<file path="src/rtl/router_pe_port.sv">
// Router-side endpoint of the NIC PE link: two-entry even/odd VC buffers per direction,
// with the NIC side on VC=polarity and the crossbar side on VC=~polarity.
module router_pe_port #(
  parameter int unsigned PACKET_WIDTH = 64,
  parameter int unsigned CNT_WIDTH    = 16
) (
  input  logic                    clk,
  input  logic                    reset,
  output logic                    polarity,
  input  logic                    pe_si,
  output logic                    pe_ri,
  input  logic [0:PACKET_WIDTH-1] pe_di,
  output logic                    pe_so,
  input  logic                    pe_ro,
  output logic [0:PACKET_WIDTH-1] pe_do,
  output logic                    xb_out_req,
  input  logic                    xb_out_gnt,
  output logic [0:PACKET_WIDTH-1] xb_out_data,
  input  logic                    xb_in_req,
  output logic                    xb_in_rdy,
  input  logic [0:PACKET_WIDTH-1] xb_in_data,
  output logic [CNT_WIDTH-1:0]    rx_count,
  output logic [CNT_WIDTH-1:0]    tx_count
);

  logic                    polarity_q;
  logic [0:PACKET_WIDTH-1] in_buf_q  [0:1];
  logic [0:PACKET_WIDTH-1] out_buf_q [0:1];
  logic [1:0]              in_full_q, in_full_d;
  logic [1:0]              out_full_q, out_full_d;
  logic [CNT_WIDTH-1:0]    rx_count_q, rx_count_d;
  logic [CNT_WIDTH-1:0]    tx_count_q, tx_count_d;

  logic ext_vc, int_vc;
  logic rx_fire, drain_fire, fill_fire, tx_fire;

  // The two sides always index opposite entries, so fill and drain never collide.
  assign ext_vc = polarity_q;
  assign int_vc = ~polarity_q;

  assign rx_fire    = pe_si && !in_full_q[ext_vc];
  assign drain_fire = in_full_q[int_vc] && xb_out_gnt;
  assign fill_fire  = xb_in_req && !out_full_q[int_vc];
  assign tx_fire    = out_full_q[ext_vc] && pe_ro;

  always_comb begin
    in_full_d  = in_full_q;
    out_full_d = out_full_q;
    rx_count_d = rx_count_q;
    tx_count_d = tx_count_q;
    if (rx_fire) begin
      in_full_d[ext_vc] = 1'b1;
      rx_count_d        = rx_count_q + CNT_WIDTH'(1);
    end
    if (drain_fire) begin
      in_full_d[int_vc] = 1'b0;
    end
    if (fill_fire) begin
      out_full_d[int_vc] = 1'b1;
    end
    if (tx_fire) begin
      out_full_d[ext_vc] = 1'b0;
      tx_count_d         = tx_count_q + CNT_WIDTH'(1);
    end
  end

  always_ff @(posedge clk or negedge reset) begin
    if (!reset) begin
      polarity_q   <= 1'b0;
      in_full_q    <= '0;
      out_full_q   <= '0;
      rx_count_q   <= '0;
      tx_count_q   <= '0;
      in_buf_q[0]  <= '0;
      in_buf_q[1]  <= '0;
      out_buf_q[0] <= '0;
      out_buf_q[1] <= '0;
    end else begin
      polarity_q <= ~polarity_q;
      in_full_q  <= in_full_d;
      out_full_q <= out_full_d;
      rx_count_q <= rx_count_d;
      tx_count_q <= tx_count_d;
      if (rx_fire) begin
        in_buf_q[ext_vc] <= pe_di;
      end
      if (fill_fire) begin
        out_buf_q[int_vc] <= xb_in_data;
      end
    end
  end

  // Emptiness comes from the flags only; stale data is masked so an all-zero packet is still legal.
  assign polarity    = polarity_q;
  assign pe_ri       = ~in_full_q[ext_vc];
  assign xb_out_req  = in_full_q[int_vc];
  assign xb_out_data = in_full_q[int_vc] ? in_buf_q[int_vc] : '0;
  assign xb_in_rdy   = ~out_full_q[int_vc];
  assign pe_so       = out_full_q[ext_vc];
  assign pe_do       = out_full_q[ext_vc] ? out_buf_q[ext_vc] : '0;
  assign rx_count    = rx_count_q;
  assign tx_count    = tx_count_q;

endmodule

</file>
<file path="config.mk">
export PLATFORM = sky130hd
export DESIGN_NAME = router_pe_port
export DESIGN_NICKNAME = d
export VERILOG_FILES = /design/src/rtl/router_pe_port.sv
export SDC_FILE = /design/constraint.sdc
export NUM_CORES = 1
export LEC_CHECK = 0
export ABC_AREA = 1
export CAP_MARGIN = 20
export CORE_MARGIN = 2
export CORE_UTILIZATION = 30
export CTS_BUF_LIST = sky130_fd_sc_hd__clkbuf_8 sky130_fd_sc_hd__clkbuf_16
export DETAILED_ROUTE_END_ITERATION = 6
export GPL_TIMING_DRIVEN = 0
export PLACE_DENSITY = 0.62
export REMOVE_ABC_BUFFERS = 1
export SLEW_MARGIN = 40
export SYNTH_ARGS = -nofsm -noshare
export SYNTH_HDL_FRONTEND = slang
export SYNTH_SLANG_ARGS = --single-unit
</file>
<file path="constraint.sdc">
create_clock -name clk -period 1.83 [get_ports clk]
set_input_delay 0.366 -clock clk [delete_from_list [all_inputs] [get_ports clk]]
set_output_delay 0.366 -clock clk [all_outputs]
set_load 0.01 [all_outputs]
</file>
==> summary.md <==
| Metric | Value |
|---|---|
| Commonest cells in the netlist | `nand2_1 (854), dfrtp_1 (293), inv_1 (287), o21ai_0 (148), o21ai_1 (111)` |
| GR Overflow Total | `0` |
| DRC | `0` |
| Gr usage total | `18.8%` |
| Crit-path cells | `buf_12, o21a_4, inv_16, buf_16, buf_8, nand2_4, inv_2, buf_6` |
| Final min period | `2.48 ns` |
| Final period util | `135%` |
| Fmax | `404 MHz` |
| CP Class | `flip-flop to output pin` |
| Post-Syn Area per Cell | `7.39 um^2` |
| Final Hold Viols | `0` |
| Via count | `13,600` |
| Slew Viols, Final | `0` |
| DRT Pass-1 Iters | `6` |
| Worst path slowest cell | `dfrtp_4` |
| Clk slew on worst S/H paths | `0.06 ns` |
| Nets | `2,407` |
| Worst endpoint data arrival time | `2.11 ns` |
| Die width | `219 um` |
| CP required | `1.46 ns` |
| Biggest cell delay along the critical path | `0.52 ns` |
| EDFF count, synth | `0` |
| Yosys top cell area share | `52.8%` |
| Synth async-reset ratio | `100%` |
| Worst setup EP type | `output pin` |
| Skew-Pair Late Insertion Delay | `0.54 ns` |
| Starting DRT DRC Count | `1,028` |
| Number of port buffers | `298` |
| Outcome | `finished with violations` |
| Hold WS | `0.285 ns` |
| Layout cells sized above 1 | `25.2%` |
| # Max-Cap Violations | `0` |
| Worst-Margin Slew | `0.401 ns` |
| Core area | `45,600 um^2` |
| Setup Viol. Count Final | `416` |
| Total I/O pin count | `299` |
| #FFs+latches synth | `293` |
| Post-DP HPWL | `25,000 um` |
| Top cells by area, synth | `dfrtp_1 (53%), nand2_1 (23%), inv_1 (7.8%), o21ai_0 (5.3%), o21ai_1 (4.0%)` |
| TritonCTS Buffers | `35` |
| Syn Inst Count | `1,882` |
| H-tree depth | `2` |
| Worst path bufs/invs | `6` |
| Crit-path max FO | `6` |
| Initial antenna violation count | `0` |
| Yosys warns | `0` |
| CTS tree | `built` |
| Starting Density | `30.5%` |
| Worst Skew | `0.0147 ns` |
| RSZ-0062 raised after global routing | `yes` |
| Power after layout | `27,900 uW` |
| VDD IR max | `0.000682 V` |
| Sinks on Clock Net | `293` |
| Clk buf depth | `3` |
| First-pass GRT wire length | `70,100 um` |
| Row Count | `78` |
| Via-to-Cell Ratio | `4.68` |
| Design area | `21,700 um^2` |
| CP top delay family | `buffers and inverters` |
| Area growth, synth to finish | `56.3%` |
| Sequential fraction of the synthesis area | `52.8%` |
| DIE AREA | `48,100 um^2` |
| Ys flop type | `dfrtp_1` |
| Worst hold path class | `input pin to asynchronous set/reset pin` |
| Leak | `0.0118 uW` |
| Power density cells | `1290 nW/um^2` |
| Largest net degree at the start of global routing | `72` |
| DRT antenna net count | `0` |
| Die span in y | `219 um` |
| Area leader, netlist | `dfrtp_1` |
| # diodes | `0` |
| Failing checks | `negative setup slack` |
| Max_slew headroom | `73.3%` |
| Top-count cell post-synth | `nand2_1` |
| Routability Congestion | `0.806` |
| Drt total wl | `50,700 um` |
| Dpl cell area | `17,700 um^2` |
| Root Buffer Master | `clkbuf_16` |
| Netlist cell types | `24` |
| Cell Area, Synth | `13,900 um^2` |
| Final setup margin | `-0.647 ns` |
| Vias in the first global route | `12,600` |
| Startpoint Class | `flip-flop` |
| Routed WL per cell | `17.5 um` |
==> metal layers <==
metal  share of wire [%]  wire, um  GRT usage (%)  up-vias
met1                  40     20300           23.4     6478
met3                 7.1      3620           3.48      107
met5                   0         0              0        -
li1                    -         -              -     6457
met4                 3.3      1690           7.00        0
met2                  49     25100           32.5      521
==> worst paths after layout <==
path                       slack, ns               to     startpoint  depth (start not counted)
setup / recovery               -0.65  xb_out_data[47]       polarity                          8
hold / removal                  0.29     in_buf_q[10]          reset                          2
setup reg to reg               -0.44    out_buf_q[55]       polarity                         10
max in group asynchronous       0.49     out_buf_q[4]          reset                          4
min in group clk                0.39     in_buf_q[42]      pe_di[21]                          3
hold reg to reg                 0.48    out_buf_q[76]  out_buf_q[76]                          2
==> logic make-up (layout without fill, tap and decap cells) <==
kind of cell               Yosys count  after routing  synth area share [%]
xor gates and xnor gates            16             16                  1.01
and+or+nand+nor                    920            923                  25.5
buffers and inverters              388            798                  11.0
adders and majority gates            2              2                 0.180
AOI/OAI and AO/OA                  263            263                  9.54
DFF                                293            293                  52.8
==> per-stage QoR <==
| stage | setup WS, ns | utilization, % | TNS [ns] | cells |
|---|---|---|---|---|
| 2_1_floorplan | -4.93 | - | -1786.81 | 1783 |
| 3_3_place_gp | -12.34 | 37.7 | -8025.09 | 2681 |
| 3_5_place_dp | -1.27 | 38.8 | -309.04 | 2700 |
| 4_1_cts | -0.676 | 44.4 | -153.48 | 2844 |
| 5_1_grt | -0.709 | 47.7 | -169.06 | 2895 |
| 6_report | -0.647 | 47.7 | -136.83 | 2895 |
==> flip-flops by register name (all words and copies together) (netlist names) <==
| name | cells |
|---|---|
| in_buf_q | 128 |
| out_buf_q | 128 |
| rx_count | 16 |
| tx_count | 16 |
| in_full_q | 2 |
| out_full_q | 2 |
| polarity | 1 |
==> placed cells by master, fill, tap and decap left out, drive strengths merged <==
| cell type | n |
|---|---|
| nand2 | 859 |
| inv | 299 |
| dfrtp | 293 |
| buf | 260 |
| o21ai | 259 |
| clkdlybuf4s50 | 164 |
| clkbuf | 61 |
| nor2 | 27 |
| nand3 | 22 |
| clkinv | 13 |
| xor2 | 11 |
| nand4 | 9 |
| xnor2 | 5 |
| nand3b | 4 |
| a22oi | 3 |
| nor3 | 2 |
| ha | 2 |
| o21a | 1 |
| dlygate4sd3 | 1 |
==> power breakdown <==
| part | switching, uW | total, uW | internal (uW) | leakage, uW |
|---|---|---|---|---|
| clock network | 2770 | 6660 | 3890 | 0.000584 |
| registers | 1480 | 10400 | 8960 | 0.00362 |
| logic | 5690 | 10800 | 5130 | 0.00760 |
| total | 9940 | 27900 | 18000 | 0.0118 |
==> repair_timing <==
action                     4_1_cts  5_1_grt
hold endpoints to repair        34        0
hold buffers                     1        0
setup endpoints to repair      441      435
gates resized for setup        813      239
gates cloned                    29       26
buffers inserted                56       32
pin swaps                       36       29
==> final cells by class <==
| class | count | area, um^2 |
|---|---|---|
| Timing Repair Buffer | 443 | 5440 |
| Timing Repair inverter | 5 | 85.1 |
| Sequential cell | 293 | 7340 |
| Clock buffer | 43 | 1010 |
| Inverter | 289 | 1160 |
| Multi-Input combinational cell | 1204 | 5870 |
| Clock inverter | 18 | 85.1 |
| Tap cell | 600 | 751 |
| Fill cell | 4326 | 23800 |
Power figures use the tool's default switching activity.
